===== src/rtl/render_pkg.sv =====
// Shared types and default colours for the back-buffer renderer.
package render_pkg;

    localparam int unsigned PIX_W_DEF = 8;

    typedef logic [PIX_W_DEF-1:0] pixel_t;

    typedef enum logic [1:0] {
        IDLE,
        FILL,
        DONE
    } render_state_t;

    localparam pixel_t BG_COLOR_DEF  = 8'h00;
    localparam pixel_t CAR_COLOR_DEF = 8'hE0;

endpackage


===== src/rtl/raster_scan_ctr.sv =====
// Raster x/y/linear-address counters with clear, advance and last-pixel flag.
module raster_scan_ctr #(
    parameter int unsigned H_RES  = 320,
    parameter int unsigned V_RES  = 240,
    parameter int unsigned ADDR_W = $clog2(H_RES * V_RES)
) (
    input  logic                       clk,
    input  logic                       srst,
    input  logic                       clear,
    input  logic                       advance,
    output logic [$clog2(H_RES)-1:0]   x,
    output logic [$clog2(V_RES)-1:0]   y,
    output logic [ADDR_W-1:0]          addr,
    output logic                       last
);

    localparam int unsigned XW = $clog2(H_RES);
    localparam int unsigned YW = $clog2(V_RES);

    logic x_end;
    logic y_end;

    assign x_end = (x == XW'(H_RES - 1));
    assign y_end = (y == YW'(V_RES - 1));
    assign last  = x_end && y_end;

    always_ff @(posedge clk) begin
        if (srst || clear) begin
            x    <= '0;
            y    <= '0;
            addr <= '0;
        end else if (advance) begin
            x <= x_end ? '0 : x + 1'b1;
            if (x_end) begin
                y <= y_end ? '0 : y + 1'b1;
            end
            addr <= last ? '0 : addr + 1'b1;
        end
    end

endmodule


===== src/rtl/render_engine.sv =====
// Back-buffer renderer: raster-fills one frame per accepted start_render,
// drawing a car rectangle over the background, under wr_ready back-pressure.
module render_engine
    import render_pkg::*;
#(
    parameter int unsigned       H_RES     = 320,
    parameter int unsigned       V_RES     = 240,
    parameter int unsigned       PIX_W     = PIX_W_DEF,
    parameter int unsigned       CAR_W     = 16,
    parameter int unsigned       CAR_H     = 24,
    parameter logic [PIX_W-1:0]  BG_COLOR  = PIX_W'(BG_COLOR_DEF),
    parameter logic [PIX_W-1:0]  CAR_COLOR = PIX_W'(CAR_COLOR_DEF),
    parameter int unsigned       ADDR_W    = $clog2(H_RES * V_RES)
) (
    input  logic                      clk_sys,
    input  logic                      srst,
    input  logic                      start_render,
    input  logic                      back_sel,
    input  logic [$clog2(H_RES)-1:0]  car_x,
    input  logic [$clog2(V_RES)-1:0]  car_y,
    input  logic                      wr_ready,
    output logic                      render_idle,
    output logic                      wr_en,
    output logic                      wr_buf,
    output logic [ADDR_W-1:0]         wr_addr,
    output logic [PIX_W-1:0]          wr_data,
    output logic                      frame_done,
    output logic                      start_overrun
);

    localparam int unsigned XW = $clog2(H_RES);
    localparam int unsigned YW = $clog2(V_RES);
    localparam int unsigned XE = XW + 1;
    localparam int unsigned YE = YW + 1;

    render_state_t      state;
    logic               buf_q;
    logic [XW-1:0]      car_x_q;
    logic [YW-1:0]      car_y_q;
    logic               issued_last;

    logic [XW-1:0]      x;
    logic [YW-1:0]      y;
    logic [ADDR_W-1:0]  addr;
    logic               ctr_last;
    logic               ctr_clear;
    logic               load;
    logic               accept;
    logic               in_x;
    logic               in_y;
    logic               in_car;

    // The counters always point at the next pixel to present on the write port.
    raster_scan_ctr #(
        .H_RES  (H_RES),
        .V_RES  (V_RES),
        .ADDR_W (ADDR_W)
    ) u_scan (
        .clk     (clk_sys),
        .srst    (srst),
        .clear   (ctr_clear),
        .advance (load),
        .x       (x),
        .y       (y),
        .addr    (addr),
        .last    (ctr_last)
    );

    assign ctr_clear = (state == IDLE) && start_render;
    assign accept    = wr_en && wr_ready;
    assign load      = (state == FILL) && (!wr_en || (accept && !issued_last));

    // One extra bit so car_x + CAR_W past the edge clips instead of wrapping.
    assign in_x = ({1'b0, x} >= {1'b0, car_x_q}) &&
                  ({1'b0, x} <  ({1'b0, car_x_q} + XE'(CAR_W)));
    assign in_y = ({1'b0, y} >= {1'b0, car_y_q}) &&
                  ({1'b0, y} <  ({1'b0, car_y_q} + YE'(CAR_H)));
    assign in_car = in_x && in_y;

    always_ff @(posedge clk_sys) begin
        if (srst) begin
            state         <= IDLE;
            buf_q         <= 1'b0;
            car_x_q       <= '0;
            car_y_q       <= '0;
            issued_last   <= 1'b0;
            render_idle   <= 1'b1;
            wr_en         <= 1'b0;
            wr_buf        <= 1'b0;
            wr_addr       <= '0;
            wr_data       <= '0;
            frame_done    <= 1'b0;
            start_overrun <= 1'b0;
        end else begin
            frame_done    <= 1'b0;
            start_overrun <= start_render && (state != IDLE);
            unique case (state)
                IDLE: begin
                    if (start_render) begin
                        buf_q       <= back_sel;
                        car_x_q     <= car_x;
                        car_y_q     <= car_y;
                        render_idle <= 1'b0;
                        state       <= FILL;
                    end
                end
                FILL: begin
                    if (load) begin
                        wr_en       <= 1'b1;
                        wr_buf      <= buf_q;
                        wr_addr     <= addr;
                        wr_data     <= in_car ? CAR_COLOR : BG_COLOR;
                        issued_last <= ctr_last;
                    end else if (accept && issued_last) begin
                        wr_en      <= 1'b0;
                        frame_done <= 1'b1;
                        state      <= DONE;
                    end
                end
                DONE: begin
                    render_idle <= 1'b1;
                    state       <= IDLE;
                end
                default: state <= IDLE;
            endcase
        end
    end

endmodule


===== config.mk =====
export PLATFORM = sky130hd
export DESIGN_NAME = render_engine
export DESIGN_NICKNAME = d
export VERILOG_FILES = /design/src/rtl/render_pkg.sv /design/src/rtl/raster_scan_ctr.sv /design/src/rtl/render_engine.sv
export SDC_FILE = /design/constraint.sdc
export NUM_CORES = 1
export LEC_CHECK = 0
export CAP_MARGIN = 20
export CORE_ASPECT_RATIO = 0.6
export CORE_MARGIN = 2
export CORE_UTILIZATION = 50
export CTS_CLUSTER_DIAMETER = 30
export CTS_CLUSTER_SIZE = 12
export DETAILED_ROUTE_END_ITERATION = 8
export PLACE_DENSITY = 0.76
export SYNTH_ARGS = -nofsm -noshare
export SYNTH_HDL_FRONTEND = slang
export SYNTH_SLANG_ARGS = --single-unit
export TNS_END_PERCENT = 30

===== constraint.sdc =====
create_clock -name clk_sys -period 1.9 [get_ports clk_sys]
set_input_delay 0.38 -clock clk_sys [delete_from_list [all_inputs] [get_ports clk_sys]]
set_output_delay 0.38 -clock clk_sys [all_outputs]
set_load 0.1 [all_outputs]

==> flow_metrics.env <==
export IMPL_die_x_um=119
export IMPL_max_stage_delay_ns=0.40
export IMPL_vias=3521
export IMPL_vdd_drop_max_v=0.000639
export IMPL_wl_per_cell_um=15.0
export IMPL_power_static_leakage_nw=1.96
export IMPL_reg2reg_to="wr_data[6]"
export IMPL_ios=52
export IMPL_required_ns=2.13
export IMPL_cp_max_fo=2
export IMPL_status="completed"
export IMPL_slew_violations=0
export IMPL_ctsLongestPathBuffers=2
export IMPL_synth_seq_cells=78
export IMPL_yosysWarnings=0
export IMPL_crit_path_end_kind="flop"
export IMPL_drv_cap=0
export IMPL_dp_hpwl_um=7100
export IMPL_drcViolationCount=0
export IMPL_fp_coreArea_um2=7790
export IMPL_numCtsBuffers=9
export IMPL_rows=25
export IMPL_worstPathArrival_ns=2.11
export IMPL_reg2reg_depth=7
export IMPL_clkLatencyLatePin_ns=0.34
export IMPL_crit_slowest_cell="a2111oi_1"
export IMPL_dieArea_um2=8730
export IMPL_place_congestion=0.894
export IMPL_utilization=0.659
export IMPL_async_flop_share=0
export IMPL_whs_path_depth=2
export IMPL_synth_top_area_cell="dfxtp_1"
export IMPL_nets=607
export IMPL_fmaxAchievable_mhz=532
export IMPL_hold_viol=0
export IMPL_avgSynthCellArea_um2=8.32
export IMPL_synth_common_cells="nand2_1, dfxtp_1, a21oi_1, nor2_1, ha_1"
export IMPL_worst_slew_pin_slew_ns=0.615
export IMPL_power_mw=3.85
export IMPL_ys_flop_type="dfxtp_1"
export IMPL_min_to="wr_addr[4]"
export IMPL_fin_skew_ns=0.00861
export IMPL_fill_cells=618
export IMPL_setup_viol=0
export IMPL_syn_cell_area_um2=3990
export IMPL_yosysMostFrequentCell="nand2_1"
export IMPL_diodes=0
export IMPL_clk_pin_slew_worst_paths_ns=0.06
export IMPL_rrSetupSlack_ns=0.02
export IMPL_tritoncts="built"
export IMPL_ant_nets=0
export IMPL_cts_root_buf="clkbuf_16"
export IMPL_drtIter0Drc=241
export IMPL_syn_inst=479
export IMPL_synth_distinct_cells=53
export IMPL_startpoint_type="flop"
export IMPL_layout_min_cycle_time_ns=1.88
export IMPL_antenna_found_initial=0
export IMPL_synth_area_leaders="dfxtp_1, ha_1, nand2_1"
export IMPL_vias_per_cell=5.29
export IMPL_grt_pass1_vias=3103
export IMPL_grt_pass1_wl_um=15600
export IMPL_min_from="wr_addr[4]"
export IMPL_grt_overflow_total=0
export IMPL_drt_wl_total_um=10000
export IMPL_port_buffers=46
export IMPL_path_class="flop to flop"
export IMPL_timing_final_crit_share=0.990
export IMPL_power_density_nw_per_um2=751
export IMPL_area_delta_synth_final_pct=28.7
export IMPL_hp_class="flop to flop"
export IMPL_yosysTopAreaCellShare=0.392
export IMPL_grt_max_degree=26
export IMPL_cts_htree_levels=3
export IMPL_postCtsHoldBufs=0
export IMPL_die_h_um=73.2
export IMPL_drive_above_1_share=0.192
export IMPL_grt_setup_unrepaired="true"
export IMPL_slew_limit_headroom=0.590
export IMPL_cts_sinks=78
export IMPL_rr_startpoint="u_scan.y[0]"
export IMPL_synth_edf_count=0
export IMPL_ys_seq_area_frac=0.392
export IMPL_dr_pass1_iters=5
export IMPL_grt_usage=0.231
export IMPL_path_cells="inv_1, ha_1, nand2b_1, a2111oi_1, a211o_1, a32oi_1, a31o_2"
export IMPL_initial_utilization=0.512
report_power, final:
part / internal (mW) / switching, mW / leakage [nW]
logic: 0.207 / 0.331 / 1.20
registers: 1.67 / 0.0348 / 0.635
clock network: 0.946 / 0.662 / 0.131
total: 2.83 / 1.03 / 1.96
metrics by stage:
step / setup TNS [ns] / setup WS (ns) / hold WS (ns) / instance area [µm²] / std cells
global route: -0.0332 / -0.0332 / 0.473 / 5130 / 665
global placement: -0.463 / -0.0947 / 0.442 / 4720 / 646
detailed placement: -1.69 / -0.221 / 0.448 / 4720 / 646
floorplan: 0 / 0.00386 / 0.432 / 4000 / 483
finish: 0 / 0.0190 / 0.455 / 5130 / 665
CTS: 0 / 0.000715 / 0.456 / 5010 / 661
state kept, by name, summed over array words and instances (netlist names), 2 cells and up:
| register | cells |
|---|---|
| car_y_q | 8 |
| wr_addr | 17 |
| u_scan.x | 9 |
| u_scan.y | 8 |
| u_scan.addr | 17 |
| car_x_q | 9 |
| state | 2 |
cell type report:
class | count | area [µm²] | area share
Inverter | 26 | 97.6 | 0.0190
Clock inverter | 3 | 20.0 | 0.00390
Multi-Input combinational cell | 356 | 2300 | 0.448
Tap cell | 108 | 135 | 0.0263
Clock buffer | 12 | 256 | 0.0500
Timing Repair Buffer | 82 | 756 | 0.147
Sequential cell | 78 | 1570 | 0.306
per-layer routing:
layer  part of all wire  track usage
met5                  0            0
met4              0.012       0.0489
met3              0.079       0.0727
met2               0.41        0.337
met1               0.50        0.336
critical path, delay by kind of cell, from the launching register on:
| family | cells | cell delay, ns |
|---|---|---|
| AOI/OAI and AO/OA | 4 | 0.93 |
| and+or+nand+nor | 1 | 0.15 |
| buffers and inverters | 1 | 0.06 |
| DFF | 1 | 0.37 |
| adders and majority gates | 1 | 0.26 |
cell usage in the layout, fill, tap and decap left out, drive strengths merged, types with 3 or more instances in the layout:
cell type | synthesis | layout
xnor2 | 21 | 21
nand4 | 8 | 8
clkbuf | 6 | 12
a2111oi | 4 | 4
nor2b | 5 | 5
clkdlybuf4s50 | 0 | 21
nor3 | 12 | 12
o21ai | 8 | 8
and4 | 4 | 4
o2111ai | 3 | 3
nand2b | 6 | 6
nand2 | 90 | 90
nand3 | 14 | 14
o211ai | 3 | 3
buf | 18 | 61
a31o | 2 | 3
xor2 | 12 | 12
nor3b | 6 | 6
inv | 26 | 26
a211oi | 3 | 3
a21oi | 49 | 49
or2 | 3 | 3
nor2 | 42 | 42
dfxtp | 78 | 78
conb | 1 | 5
and3 | 3 | 3
ha | 32 | 32
what timing repair did:
action,4_1_cts,5_1_grt
pin swaps,4,9
setup endpoints to repair,1,16
buffers inserted,0,3
gates resized for setup,7,21
gates cloned,0,1
worst max path at each step:
stage,startpoint,to,slack [ns],cells after the start
4_1_cts,car_x_q[4],wr_data[6],0.0007,9
3_5_place_dp,wr_ready,u_scan.addr[14],-0.22,6
6_report,u_scan.y[0],wr_data[6],0.02,7
5_1_grt,car_x_q[4],wr_data[6],-0.03,9
2_1_floorplan,car_x_q[4],wr_data[6],0.004,9
3_3_place_gp,wr_ready,u_scan.addr[14],-0.09,6
cells by family after synthesis:
group	synth area share
DFF	0.392
buffers and inverters	0.0631
adders and majority gates	0.100
other	0.000941
AOI/OAI and AO/OA	0.130
xor gates and xnor gates	0.0725
muxes	0.00251
and+or+nand+nor	0.239
(Power assumes the default switching activity.)
==> patch 1: new RTL, config.mk and constraints unchanged <==
`H_RES` is set to 320 in 2 places; all go to 160.
--- a/src/rtl/raster_scan_ctr.sv
+++ b/src/rtl/raster_scan_ctr.sv
@@ -1,6 +1,6 @@
 // Raster x/y/linear-address counters with clear, advance and last-pixel flag.
 module raster_scan_ctr #(
-    parameter int unsigned H_RES  = 320,
+    parameter int unsigned H_RES  = 160,
     parameter int unsigned V_RES  = 240,
     parameter int unsigned ADDR_W = $clog2(H_RES * V_RES)
 ) (
--- a/src/rtl/render_engine.sv
+++ b/src/rtl/render_engine.sv
@@ -3,7 +3,7 @@
 module render_engine
     import render_pkg::*;
 #(
-    parameter int unsigned       H_RES     = 320,
+    parameter int unsigned       H_RES     = 160,
     parameter int unsigned       V_RES     = 240,
     parameter int unsigned       PIX_W     = PIX_W_DEF,
     parameter int unsigned       CAR_W     = 16,
Interface: changed (resized car_x and wr_addr); port bits go from 52 to 50. The function was not compared with the original's and may differ.
==> patch 1 against the original RTL <==
- cell area shrank 1.1%
- critical path type unchanged
- the run now ends with setup timing left
- setup slack lost 46 ps
- power grew 3.3%
- largest cell class unchanged
- maximum frequency shrank 2.4%
- sequential cell count shrank 4
- clock skew shrank 2.6 ps
- area after synthesis shrank 1.7%
- synthesized cell count shrank 6.1%
- wire length shrank 8.6%
- global-route usage shrank 1.2 points
- first-iteration DRC count shrank 5.8%
- cell count shrank 6.2%
==> patch 1: results (changes against the original RTL) <==
Power Clock 1.82 mW (+13%); largest cells by area after synthesis dfxtp_1 (38%), ha_1 (9.6%), nand2_1 (8.0%); Reg2Reg Depth 8 (+1); PostCTS Resize Cnt 4 (-3); Placed Cells 608 (-5.9%); Setup crit end wr_data[6]$_SDFFE_PP0P_; CP arrival 2180 ps (+70 ps); Switch Pwr 1.04 mW (+1.0%); Peak VDD IR 0.568 mV (-11%); vias in the first global route 3125 (+0.71%); final setup fails 1 (+1); HPWL Detailed 6570 um (-7.4%); outcome finished, violations left; CP top delay family compound AO/OA/AOI/OAI gates; share of cells above drive strength 1 23.5% (+4.3 points); final std cells w/o fill 624 (-6.2%); largest net degree at the start of global routing 25 (-3.8%); violations in the final reports setup timing; CP max stage delay 370 ps (-30 ps); number of library cell types mapped by synthesis 52 (-1.9%); top cells by count, synth nand2_1 (84), dfxtp_1 (74), a21oi_1 (42), ha_1 (30), inv_1 (27); setup TNS -26.6 ps (-26.6 ps); largest registers u_scan.addr x16, wr_addr x16; vias per cell 5.23 (-1.2%); end of the worst hold path car_x_q[3]$_SDFFE_PP0P_; Critical Path Start Type flop; worst rel slew slack 63.0% (+4.1 points); I/O Buffers 44 (-4.3%); WL per Instance 14.6 um (-2.6%); initial drt markers 227 (-5.8%); worst slack at placement -236 ps (-15.2 ps); Setup Skew 6.01 ps (-2.60 ps); setup ws final -26.6 ps (-45.6 ps); Combinational Power Share 13.7% (-0.3 points); Leakage 1.89 nW (-3.7%); final net count 567 (-6.6%); synth-to-layout area growth 29.5%; Fill cells 579 (-6.3%); Root Driver clkbuf_16; post-placement cell area 4640 sq um (-1.7%); EDFF count, synth 0 (unchanged); worst-path fanout max 4 (+2); Seq/Total Area, Yosys 37.8% (-1.4 points); Syn Area/Cell 8.71 sq um (+4.6%); first-pass GRT wire length 14900 um (-4.6%); Slowest cell on crit path o311a_1; r2r startpoint car_y_q[3]$_SDFFE_PP0P_; Power Combinational 0.544 mW (+1%); GRT Total Usage 22.0% (-1.2 points); Hold Crit Start car_x_q[3]$_SDFFE_PP0P_; gpl congestion 0.905 (+1.2%); Pre-antenna DRT Iters 4 (-1); clock buffer depth 2 (unchanged); hold_ws 459 ps (+4.20 ps)
## patch 1: kinds of logic after synthesis
family | after synthesis | share of synthesized area, %
simple gates | 189 | 26.3
buf+inv | 50 | 6.74
mux | 1 | 0.256
fa+ha+maj | 30 | 9.58
flops | 74 | 37.8
compound gates | 72 | 11.8
other cells | 1 | 0.0957
xor+xnor | 33 | 7.38
## patch 1: area by class of cell
| cell class | count | share of cell area, % |
|---|---|---|
| Inverter | 27 | 2.00 |
| Clock buffer | 9 | 4.44 |
| Multi-Input combinational cell | 330 | 45.2 |
| Clock inverter | 6 | 1.78 |
| Timing Repair Buffer | 74 | 14.7 |
| Tap cell | 104 | 2.57 |
| Sequential cell | 74 | 29.4 |
## patch 1: per-layer routing
layer	up-vias	GRT usage (%)	share of wire (%)
met2	84	33.2	44
met1	1530	30.5	49
met5	-	0	0
li1	1638	-	-
met3	13	5.90	6.3
met4	0	7.63	1.2
==> patch 2: new RTL, config.mk and constraints unchanged <==
Made on the original files. Encoding of `render_state_t`: now one-hot (3 bits for 3 states).
--- a/src/rtl/render_pkg.sv
+++ b/src/rtl/render_pkg.sv
@@ -5,10 +5,10 @@
 
     typedef logic [PIX_W_DEF-1:0] pixel_t;
 
-    typedef enum logic [1:0] {
-        IDLE,
-        FILL,
-        DONE
+    typedef enum logic [2:0] {
+        IDLE = 3'b001,
+        FILL = 3'b010,
+        DONE = 3'b100
     } render_state_t;
 
     localparam pixel_t BG_COLOR_DEF  = 8'h00;
Function: same outputs for any inputs over 10 cycles, from zero or initial values and one cycle with srst high; not proved beyond that.
==> patch 2 against the original RTL <==
- the run now ends with setup timing left
- cell area up 5.9%
- via count up 2.5%
- area after synthesis down 0.28%
- wire length up 2.1%
- synthesized cell count up 0.21%
- sequential cell count up 1
- count of clock-buffer cells in the layout up 2
- power up 7.8%
- setup slack worse by 47 ps
- largest power group is now clock
- highest routed layer unchanged
==> patch 2: results (changes against the original RTL) <==
switching part of the total 23.4% (-3.3 points); gpl congestion 0.829 (-7.3%); worst-path fanout max 5 (+3); first-pass GRT wire length 16700 um (+7.2%); Placed Cells 658 (+1.9%); via count 3610 (+2.5%); end of the worst hold path car_x_q[3]$_SDFFE_PP0P_; CP arrival 2160 ps (+50 ps); RR Endpoint u_scan.addr[14]$_SDFFE_PP0P_; Seq/Total Area, Yosys 39.8% (+0.61 points); post-placement cell area 4890 sq um (+3.7%); CTS clk-pin slew, worst paths 60 ps (about the same); ANT cells 0 (unchanged); initial drt markers 206 (-15%); worst rel slew slack 63.1% (+4.1 points); share of cells above drive strength 1 21.3% (+2.1 points); hold path cells 2 (unchanged); HPWL Detailed 7000 um (-1.4%); Post-Route WL 10200 um (+2.1%); largest registers u_scan.addr x17, wr_addr x17; Hold Crit Start car_x_q[3]$_SDFFE_PP0P_; Fill cells 608 (-1.6%); Reg2Reg Depth 5 (-2); Syn Area/Cell 8.28 sq um (-0.49%); vias per cell 5.33 (+0.71%); Synth Warn # 0 (unchanged); setup ws final -28.4 ps (-47.4 ps); clock buffer depth 2 (unchanged); Pre-antenna DRT Iters 4 (-1); outcome finished, violations left; top cells by count, synth nand2_1 (92), dfxtp_1 (79), a21oi_1 (52), nor2_1 (33), ha_1 (32); H-tree Lvls 3 (unchanged); vias in the first global route 3447 (+11%); CTS buffer count 9 (unchanged); Leakage 2.15 nW (+9.6%); clock insertion delay at the later pin of the skew report 340 ps (about the same); number of antenna violations at the first check in global routing 0 (unchanged); Setup Skew 7.17 ps (-1.44 ps); final net count 618 (+1.8%); Root Driver clkbuf_16; r2r startpoint state[0]$_SDFFE_PP1P_; Peak VDD IR 0.509 mV (-20%); worst hold path class flop to flop; setup TNS -28.4 ps (-28.4 ps); max-slew violations 0 (unchanged); max-cap violations 0 (unchanged); final setup fails 1 (+1); largest net degree at the start of global routing 31 (+19%); violations in the final reports setup timing; Async SR Flop Fraction 0% (unchanged); I/O Buffers 46 (unchanged); number of library cell types mapped by synthesis 51 (-3.8%); GRT Total Usage 24.6% (+1.5 points); largest cells by area after synthesis dfxtp_1 (40%), ha_1 (10%), nand2_1 (8.7%)
[patch 2: power by group through the flow]
stage / clock network, mW / registers (mW) / logic, mW
CTS: 1.98 / 1.72 / 0.459
finish: 1.96 / 1.72 / 0.478
floorplan: 0 / 1.78 / 0.245
global route: 2.06 / 1.72 / 0.520
detailed placement: 0 / 1.75 / 0.450
global placement: 0 / 1.75 / 0.433
[patch 2: critical path, stage by stage (launching register included)]
cell and delay [ps]:
dfxtp_2 320, or3b_4 430, a2111o_1 450, nor4_1 370, xnor2_1 200, nor2_2 60
[patch 2: area by class of cell]
class	instances	area (sq um)	share of cell area (%)
multi-input cells	355	2340	43.1
flip-flops and latches	79	1590	29.2
repair buffers	94	928	17.1
clock buffers	14	284	5.23
well taps	108	135	2.49
inverters	25	93.8	1.73
clock inverters	2	60.1	1.11
[patch 2: worst max-delay path by stage]
stage                             from  depth (start not counted)                            to
3_5_place_dp                  wr_ready                          7      u_scan.x[0]$_SDFFE_PP0P_
4_1_cts        car_x_q[5]$_SDFFE_PP0P_                          9       wr_data[6]$_SDFFE_PP0P_
6_report         state[0]$_SDFFE_PP1P_                          5  u_scan.addr[14]$_SDFFE_PP0P_
2_1_floorplan  car_x_q[4]$_SDFFE_PP0P_                          9       wr_data[6]$_SDFFE_PP0P_
3_3_place_gp                  wr_ready                          7  u_scan.addr[11]$_SDFFE_PP0P_
5_1_grt          state[0]$_SDFFE_PP1P_                          6   u_scan.addr[7]$_SDFFE_PP0P_
[patch 2: cells by family after synthesis]
logic type / count (synthesis) / synth area share [%]
adder cells (fa/ha/maj): 32 / 10.1
buffers and inverters: 50 / 5.70
AND/OR/NAND/NOR: 196 / 23.9
flip-flops: 79 / 39.8
other: 1 / 0.0943
AO/OA/AOI/OAI: 90 / 13.3
multiplexers: 2 / 0.504
XOR/XNOR: 30 / 6.61
[patch 2: what timing repair did]
action,4_1_cts,5_1_grt
buffers inserted,0,3
pin swaps,2,20
cloned,0,0
resized for setup,6,30
endpoints found under the setup margin,26,29
[patch 2: per-stage QoR]
step                hold WS (ps)  worst slack [ps]
floorplan                    432              3.86
global placement             443              -240
detailed placement           446              -319
CTS                          454             -18.3
global route                 474             -61.7
finish                       452             -28.4
[patch 2: per-layer routing]
layer	share of wire, %	wire length [um]	global-route usage (%)
met1	47	4750	32.1
met2	47	4780	39.8
met3	5.5	563	8.05
met4	1.1	116	6.35
met5	0	0	0
